[config.mk]
export PLATFORM = sky130hd
export DESIGN_NAME = store_align_unit_flat
export DESIGN_NICKNAME = d
export VERILOG_FILES = /design/src/rtl/store_align_unit_if.sv /design/src/rtl/store_align_unit.sv /design/src/flat_wrapper.sv
export SDC_FILE = /design/constraint.sdc
export NUM_CORES = 1
export LEC_CHECK = 0
export BUFFER_PORTS_ARGS = -buffer_cell sky130_fd_sc_hd__clkbuf_2
export CAP_MARGIN = 30
export CORE_UTILIZATION = 40
export DETAILED_ROUTE_END_ITERATION = 8
export GPL_TIMING_DRIVEN = 1
export HOLD_SLACK_MARGIN = 0.05
export PLACE_DENSITY_LB_ADDON = 0.15
export SETUP_SLACK_MARGIN = 0.02
export SLEW_MARGIN = 20
export SYNTH_ARGS = -nofsm -noshare
export SYNTH_HDL_FRONTEND = slang
export SYNTH_SLANG_ARGS = --single-unit
export TNS_END_PERCENT = 1
[constraint.sdc]
create_clock -name clk -period 2.6 [get_ports clk]
set_clock_uncertainty 0.2 [all_clocks]
set_input_delay 0.26 -clock clk [delete_from_list [all_inputs] [get_ports clk]]
set_output_delay 0.26 -clock clk [all_outputs]
set_load 0.05 [all_outputs]
[src/rtl/store_align_unit_if.sv]
// Store request handshake and memory write bus of the store align unit.
// The slave side is the unit; the master side drives requests and bus responses.
interface store_align_unit_if;
  logic        in_valid;
  logic        in_ready;
  logic [2:0]  in_op;
  logic [31:0] in_addr;
  logic [31:0] in_data;
  logic        flush;
  logic        bus_req;
  logic [31:0] bus_addr;
  logic [3:0]  bus_wstrb;
  logic [31:0] bus_wdata;
  logic        bus_addr_ok;
  logic        bus_data_ok;
  logic        done;
  logic        ades;

  modport slave (
    input  in_valid, in_op, in_addr, in_data, flush, bus_addr_ok, bus_data_ok,
    output in_ready, bus_req, bus_addr, bus_wstrb, bus_wdata, done, ades
  );

  modport master (
    output in_valid, in_op, in_addr, in_data, flush, bus_addr_ok, bus_data_ok,
    input  in_ready, bus_req, bus_addr, bus_wstrb, bus_wdata, done, ades
  );
endinterface

[src/rtl/store_align_unit.sv]
// MIPS-style store alignment (SB/SH/SW/SWL/SWR) onto a 32-bit byte-strobed
// write bus with a split address/data handshake, flush and address-error reporting.
module store_align_lane #(
  parameter int LANE = 0
) (
  input  logic [2:0]  op,
  input  logic [1:0]  b,
  input  logic [31:0] data,
  output logic        strb,
  output logic [7:0]  lane_byte
);
  localparam logic [1:0] LN = LANE[1:0];

  logic [1:0] src;
  logic       zero;

  // src picks which rt byte lands in this lane; SWL/SWR lanes outside the strobe read 0
  always_comb begin
    strb = 1'b0;
    src  = 2'd0;
    zero = 1'b0;
    case (op)
      3'b000: strb = (b == LN);
      3'b001: begin strb = (b[1] == LN[1]); src = {1'b0, LN[0]}; end
      3'b010: begin strb = 1'b1; src = LN; end
      3'b011: begin strb = (LN <= b); src = LN + 2'd3 - b; zero = ~strb; end
      3'b100: begin strb = (LN >= b); src = LN - b; zero = ~strb; end
      default: zero = 1'b1;
    endcase
    lane_byte = zero ? 8'h00 : data[{src, 3'b000} +: 8];
  end
endmodule

module store_align_unit (
  input  logic clk,
  input  logic reset,
  store_align_unit_if.slave sif
);
  localparam int NUM_LANES = 4;

  typedef enum logic [1:0] {IDLE, ADDR, DATA, EXC} state_t;

  state_t                        state;
  logic [NUM_LANES-1:0]          lane_strb;
  logic [NUM_LANES-1:0][7:0]     lane_byte;
  logic                          bus_req_q, done_q, ades_q, cancelled, exc_ades;
  logic [31:0]                   bus_addr_q, bus_wdata_q;
  logic [NUM_LANES-1:0]          bus_wstrb_q;
  logic                          addr_err, reserved, accept;

  for (genvar k = 0; k < NUM_LANES; k++) begin : g_lane
    store_align_lane #(.LANE(k)) u_lane (
      .op       (sif.in_op),
      .b        (sif.in_addr[1:0]),
      .data     (sif.in_data),
      .strb     (lane_strb[k]),
      .lane_byte(lane_byte[k])
    );
  end

  assign addr_err = ((sif.in_op == 3'b001) &  sif.in_addr[0]) |
                    ((sif.in_op == 3'b010) & (sif.in_addr[1:0] != 2'b00));
  assign reserved = (sif.in_op > 3'b100);
  assign accept   = sif.in_valid & sif.in_ready;

  always_ff @(posedge clk or posedge reset) begin
    if (reset) begin
      state       <= IDLE;
      bus_req_q   <= 1'b0;
      bus_addr_q  <= '0;
      bus_wstrb_q <= '0;
      bus_wdata_q <= '0;
      done_q      <= 1'b0;
      ades_q      <= 1'b0;
      cancelled   <= 1'b0;
      exc_ades    <= 1'b0;
    end else begin
      done_q <= 1'b0;
      ades_q <= 1'b0;
      case (state)
        IDLE: if (accept) begin
          bus_addr_q  <= {sif.in_addr[31:2], 2'b00};
          bus_wstrb_q <= lane_strb;
          bus_wdata_q <= lane_byte;
          cancelled   <= 1'b0;
          if (addr_err | reserved) begin
            state    <= EXC;
            exc_ades <= addr_err;
          end else begin
            state     <= ADDR;
            bus_req_q <= 1'b1;
          end
        end
        // a flush racing the address handshake still owes the data phase
        ADDR: if (sif.bus_addr_ok) begin
          state     <= DATA;
          bus_req_q <= 1'b0;
          cancelled <= sif.flush;
        end else if (sif.flush) begin
          state     <= IDLE;
          bus_req_q <= 1'b0;
        end
        DATA: if (sif.bus_data_ok) begin
          state     <= IDLE;
          done_q    <= ~(cancelled | sif.flush);
          cancelled <= 1'b0;
        end else if (sif.flush) begin
          cancelled <= 1'b1;
        end
        EXC: begin
          state  <= IDLE;
          done_q <= ~sif.flush;
          ades_q <= exc_ades & ~sif.flush;
        end
        default: state <= IDLE;
      endcase
    end
  end

  assign sif.in_ready  = (state == IDLE) & ~sif.flush;
  assign sif.bus_req   = bus_req_q;
  assign sif.bus_addr  = bus_addr_q;
  assign sif.bus_wstrb = bus_wstrb_q;
  assign sif.bus_wdata = bus_wdata_q;
  assign sif.done      = done_q;
  assign sif.ades      = ades_q;
endmodule

[src/flat_wrapper.sv]
// flat-port wrapper written by rule: the top's interface ports become plain ports
module store_align_unit_flat 
  (clk, reset, sif_in_valid, sif_in_op, sif_in_addr, sif_in_data, sif_flush, sif_bus_addr_ok, sif_bus_data_ok, sif_in_ready, sif_bus_req, sif_bus_addr, sif_bus_wstrb, sif_bus_wdata, sif_done, sif_ades);
  store_align_unit_if sif_i ();
  input  logic clk;
  input  logic reset;
  input wire logic [$bits(sif_i.in_valid)-1:0] sif_in_valid;
  input wire logic [$bits(sif_i.in_op)-1:0] sif_in_op;
  input wire logic [$bits(sif_i.in_addr)-1:0] sif_in_addr;
  input wire logic [$bits(sif_i.in_data)-1:0] sif_in_data;
  input wire logic [$bits(sif_i.flush)-1:0] sif_flush;
  input wire logic [$bits(sif_i.bus_addr_ok)-1:0] sif_bus_addr_ok;
  input wire logic [$bits(sif_i.bus_data_ok)-1:0] sif_bus_data_ok;
  output wire logic [$bits(sif_i.in_ready)-1:0] sif_in_ready;
  output wire logic [$bits(sif_i.bus_req)-1:0] sif_bus_req;
  output wire logic [$bits(sif_i.bus_addr)-1:0] sif_bus_addr;
  output wire logic [$bits(sif_i.bus_wstrb)-1:0] sif_bus_wstrb;
  output wire logic [$bits(sif_i.bus_wdata)-1:0] sif_bus_wdata;
  output wire logic [$bits(sif_i.done)-1:0] sif_done;
  output wire logic [$bits(sif_i.ades)-1:0] sif_ades;
  assign sif_i.in_valid = sif_in_valid;
  assign sif_i.in_op = sif_in_op;
  assign sif_i.in_addr = sif_in_addr;
  assign sif_i.in_data = sif_in_data;
  assign sif_i.flush = sif_flush;
  assign sif_i.bus_addr_ok = sif_bus_addr_ok;
  assign sif_i.bus_data_ok = sif_bus_data_ok;
  assign sif_in_ready = sif_i.in_ready;
  assign sif_bus_req = sif_i.bus_req;
  assign sif_bus_addr = sif_i.bus_addr;
  assign sif_bus_wstrb = sif_i.bus_wstrb;
  assign sif_bus_wdata = sif_i.bus_wdata;
  assign sif_done = sif_i.done;
  assign sif_ades = sif_i.ades;
  store_align_unit u_core (.clk(clk), .reset(reset), .sif(sif_i));
endmodule
---- Word level (Yosys, flattened, before mapping) ----
Cells that the tools add are included.
W data, S select, Z words.
storage, ports and cells
  word-level logic and storage cells ...... 109
  flip-flop bits (word level) ............. 73
  output and inout port bits .............. 72
  input port bits ......................... 73
operators by class
  order comparisons ....................... 9
  add/subtract/negate cells ............... 4
  shifts and indexed selects .............. 4
  muxes and demuxes ....................... 35
  reduce and logical (&&, ||, !) cells .... 13
  equal/unequal tests ..................... 16
  bitwise operators ....................... 19
operator list
  kind                  number
  $shiftx A32 B6 Y8     4
  $mux W8               4
  $pmux W1 S5           4
  $pmux W2 S4           2
  $pmux W1 S3           5
  $pmux W2 S3           2
  $not A1 Y1            11
  $mux W1               10
  $mux W2               5
  $eq A2 B2 Y1 const B  4
  $reduce_and A4 Y1     2
  $eq A3 B2 Y1 const B  2
  $ne A2 B2 Y1 const B  3
  $ne A3 B3 Y1 const B  2
  $reduce_and A3 Y1     2
  $and A1 B1 Y1         5
  $eq A2 B1 Y1 const B  2
  $ge A1 B2 Y1 const A  2
  $ge A2 B2 Y1 const A  2
  $le A1 B2 Y1 const A  2
  $le A2 B2 Y1 const A  2
  $logic_not A2 Y1      2
  $pmux W1 S2           2
  $pmux W2 S2           1
  13 further kinds      18

---- Depth between registers and ports, before layout ----
  depth after elaboration ................. 7
  mapped depth ............................ 9
  mapped depth without buffers ............ 7

---- Cells and area by module ----
A second synthesis with hierarchy kept.
second synthesis, totals
  cells, all modules ...................... 749
  area, all modules ....................... 5681.7 um2
modules (own cells, without submodules)
  module                                       cells an instance  area each (um2)  sequential area each (um2)  times used
  store_align_unit                             338                2994.1           1826.8                      1
  store_align_lane at u_core.g_lane[0].u_lane  135                809.5            0.0                         1
  store_align_lane at u_core.g_lane[1].u_lane  121                701.9            0.0                         1
  store_align_lane at u_core.g_lane[2].u_lane  86                 693.2            0.0                         1
  store_align_lane at u_core.g_lane[3].u_lane  69                 483.0            0.0                         1

---- Least setup slack after synthesis ----
Ideal clock, no wire load.
  kind .................................... input -> register
  start point ............................. in sif_in_addr[1]
  end point ............................... reg u_core.bus_wdata_q[10] (netlist: u_core.sif.bus_wdata[10])
  arrival ................................. 1.976 ns
  cell stages on the path ................. 9
  setup time .............................. 0.132 ns
  buffers on the path ..................... 2
  data required time ...................... 2.268 ns
  slack ................................... 0.292 ns
  path through ............................ clkbuf_1 inv_1 ha_1 inv_1 nor2_2 a21oi_4 clkbuf_4 mux2i_1 o221ai_2
between the ends
  longest elaborated chain between the ends .. 4
  elaborated cells on any way between the ends .. 10
  those cells by class .................... add/sub (2); order compare (2); shift (1); mux (3); bitwise (2)
RTL lines
  item                                                     line                                            RTL
  start, declared                                          flat_wrapper.sv:9                               input wire logic [$bits(sif_i.in_addr)-1:0] sif_in_addr;
  $sub A1 B2 Y2, or another cell as far along              store_align_unit.sv:27                          3'b100: begin strb = (LN >= b); src = LN - b; zero = ~strb; end
  $pmux W2 S3, or another cell as far along                store_align_unit.sv:22                          case (op)
  $shiftx A32 B6 Y8 / $pmux W1 S3 (equally long branches)  store_align_unit.sv:30, store_align_unit.sv:22
  $mux W8 *                                                store_align_unit.sv:30                          lane_byte = zero ? 8'h00 : data[{src, 3'b000} +: 8];
  end signal, assigned                                     store_align_unit.sv:84                          bus_wdata_q <= lane_byte;
  end, declared                                            store_align_unit.sv:47                          logic [31:0] bus_addr_q, bus_wdata_q;
Mark *: on every way between the ends. The rest lies on a longest branch, timed or not.
A chain may end at the register's enable or synchronous reset.

---- Worst setup path after layout ----
  start point ............................. reg u_core.state[0]
  end point ............................... reg u_core.bus_wdata_q[17] (netlist: u_core.sif.bus_wdata[17])
between the ends
  longest elaborated chain between the ends .. 4
RTL lines
  item                           line                                             RTL
  start, declared                store_align_unit.sv:43                           state_t state;
  start signal, assigned         store_align_unit.sv:68                           state <= IDLE;
  start signal, assigned         store_align_unit.sv:87                           state <= EXC;
  start signal, assigned         store_align_unit.sv:90                           state <= ADDR;
  $logic_not A2 Y1 *             store_align_unit.sv:80, store_align_unit.sv:120
  $and A1 B1 Y1                  store_align_unit.sv:120                          assign sif.in_ready = (state == IDLE) & ~sif.flush;
  $and A1 B1 Y1                  store_align_unit.sv:64                           assign accept = sif.in_valid & sif.in_ready;
  $reduce_and A2 Y1 (no line) *  -
Marked as above.

==> results.sh <==
export IMPL_status="finished clean"
export IMPL_portBuffers=142
export IMPL_hp_class="input port to flip-flop"
export IMPL_ant_nets=0
export IMPL_start_util=0.414
export IMPL_drc=0
export IMPL_yosysSeqAreaShare=0.452
export IMPL_p_leak_nw=2.82
export IMPL_dp_slack_ps=219
export IMPL_setup_tns_final_ps=0
export IMPL_synthArstFlopShare=1.00
export IMPL_ys_types=52
export IMPL_finalPower_mw=6.42
export IMPL_rsz0062_at_grt="false"
export IMPL_die_w_um=103
export IMPL_hpwl_um=7800
export IMPL_ioPinCount=145
export IMPL_n_antenna_cell=0
export IMPL_relSlewSlack=0.553
export IMPL_whs_ps=68.9
export IMPL_fin_crit_sh=0.920
export IMPL_final_cell_mix="clkbuf_2, nand2_1, dfrtp_1"
export IMPL_synth_ff_type="dfrtp_1"
export IMPL_endpoint_kind="flip-flop"
export IMPL_area_delta_synth_final_pct=33.6
export IMPL_start_kind="flip-flop"
export IMPL_syn_area_per_cell_sq_um=9.89
export IMPL_final_nets=662
export IMPL_maxSlewViolCount=0
export IMPL_coreArea_sq_um=9770
export IMPL_fp_dieH_um=103
export IMPL_yosysWarningCount=0
export IMPL_clock_latency_ps=340
export IMPL_clock_sinks=73
export IMPL_drive_above_1_share=0.320
export IMPL_max_cap_violations=0
export IMPL_drt_total_wl_um=11200
export IMPL_grt_pass1_vias=3597
export IMPL_hold_viol=0
export IMPL_place_congestion=0.825
export IMPL_crit_fanout=8
export IMPL_synthCells=409
export IMPL_tightestPinTransition_ps=668
export IMPL_grt_ovfl_total=0
export IMPL_die_area_sq_um=10500
export IMPL_track_usage=0.221
export IMPL_synth_area_sq_um=4040
export IMPL_path_class="flip-flop to flip-flop"
export IMPL_via_count=3640
export IMPL_grt_pass1_wl_um=17600
export IMPL_wl_per_cell_um=15.7
export IMPL_fin_cells=717
export IMPL_required_ps=2660
export IMPL_final_common_cell="clkbuf_2"
export IMPL_path_clk_slew_ps=90
export IMPL_fmax_ghz=0.418
export IMPL_vias_per_cell=5.08
export IMPL_min_period_ps=2390
export IMPL_root_buffer="clkbuf_8"
export IMPL_cts_max_level=3
export IMPL_vdd_ir_drop_worst_mv=0.615
export IMPL_ys_ff_latch=73
export IMPL_rows=36
export IMPL_clockBufferDepth=2
export IMPL_worst_slack_ps=209
export IMPL_synth_edff_count=0
export IMPL_first_pass_iters=4
export IMPL_antenna_found_initial=0
export IMPL_postCtsSetupRepairBufs=0
export IMPL_placed_cells=668
export IMPL_drtIter0Drc=179
export IMPL_p_per_area_nw_per_um2=1190
export IMPL_cts_buffers=9
export IMPL_worstPathArrival_ps=2450
export IMPL_setup_viol=0
export IMPL_grt_start_max_net_pins=74
export IMPL_cts_tree="yes"
-- Yosys cell counts (2+ instances only) --
library cell  number  area (sq um)
nor2b_1            3          18.8
a21oi_1            5          25.0
nor2_1             4          15.0
o21ai_0            7          35.0
a22o_1             4          35.0
o221ai_2           8           120
o221ai_1          24           210
a31oi_1            2          12.5
and3b_1            3          26.3
dfrtp_1           73          1830
buf_1              2          7.51
inv_1             10          37.5
buf_6              2          22.5
clkbuf_1          10          37.5
nor3b_1            2          15.0
ha_1              10           125
o22ai_1            3          18.8
nand3_1            2          10.0
mux2i_1           52           521
and2_1             3          18.8
mux2_2             2          22.5
buf_2              3          15.0
o21ai_4            2          32.5
buf_4              6          45.0
nand2_1          134           503
nand2b_1           5          31.3
o21ai_1            2          10.0
nor2_2             2          12.5
-- layer usage --
layer	vias up	part of all wire	wire, um	track usage
met5	-	0	0	0
met4	0	0.018	198	0.0912
met3	15	0.058	648	0.0454
met2	138	0.47	5320	0.349
met1	1722	0.45	5080	0.295
li1	1765	-	-	-
-- stage by stage --
| stage | util | area (sq um) |
|---|---|---|
| CTS | 0.553 | 5400 |
| floorplan | - | 4050 |
| global placement | 0.495 | 4840 |
| finish | 0.553 | 5400 |
| detailed placement | 0.495 | 4840 |
| global route | 0.553 | 5400 |
-- worst max-delay path, cell delays in order (launching register included) --
cell      delay (ps)
dfrtp_1          420
inv_1            120
ha_1             240
and3b_1          220
nand2_1          130
or4_1            720
o221ai_1         260
-- timing repair --
action | CTS | global route
hold endpoints to repair | 104 | 0
gates resized for setup | 0 | 0
hold buffers | 33 | 0
-- area by class of cell --
class,instances,area [sq um]
fill,886,4370
sequential,73,1830
clock buffer,12,155
multi-input combinational,301,2020
inverter,11,41.3
clock inverter,4,75.1
timing repair buffer,183,1110
tap,133,166
-- state kept, by name (all words and copies together), names as in the netlist --
register	cells
u_core.state	2
u_core.sif.ades	1
u_core.cancelled	1
u_core.sif.bus_wstrb	4
u_core.sif.bus_addr	30
u_core.sif.done	1
u_core.sif.bus_req	1
u_core.sif.bus_wdata	32
u_core.exc_ades	1
-- logic make-up after synthesis --
group	synth area share
AO/OA/AOI/OAI	0.139
buffers and inverters	0.0486
flip-flops	0.452
XOR/XNOR	0.00217
other	0.000927
adder cells (fa/ha/maj)	0.0309
multiplexers	0.137
AND/OR/NAND/NOR	0.190
-- report_power, final --
part | total (mW) | internal (mW) | switching [mW] | leakage, nW
clock network | 1.03 | 0.594 | 0.438 | 0.109
logic | 3.43 | 0.847 | 2.58 | 1.78
registers | 1.96 | 1.64 | 0.318 | 0.929
total | 6.42 | 3.08 | 3.34 | 2.82
-- path summary, 6_finish.rpt --
kind                                         start                       end  slack, ps  depth (start not counted)
setup / recovery                   u_core.state[0]  u_core.sif.bus_wdata[17]        210                          6
hold / removal                     sif_in_data[17]  u_core.sif.bus_wdata[25]         70                          3
setup reg to reg                   u_core.state[0]  u_core.sif.bus_wdata[17]        210                          6
hold reg to reg            u_core.sif.bus_addr[16]   u_core.sif.bus_addr[16]        270                          2
max in group asynchronous                    reset   u_core.sif.bus_addr[25]       1550                          4
min in group asynchronous                    reset   u_core.sif.bus_wstrb[0]        330                          4
Power figures use the tool's default switching activity.
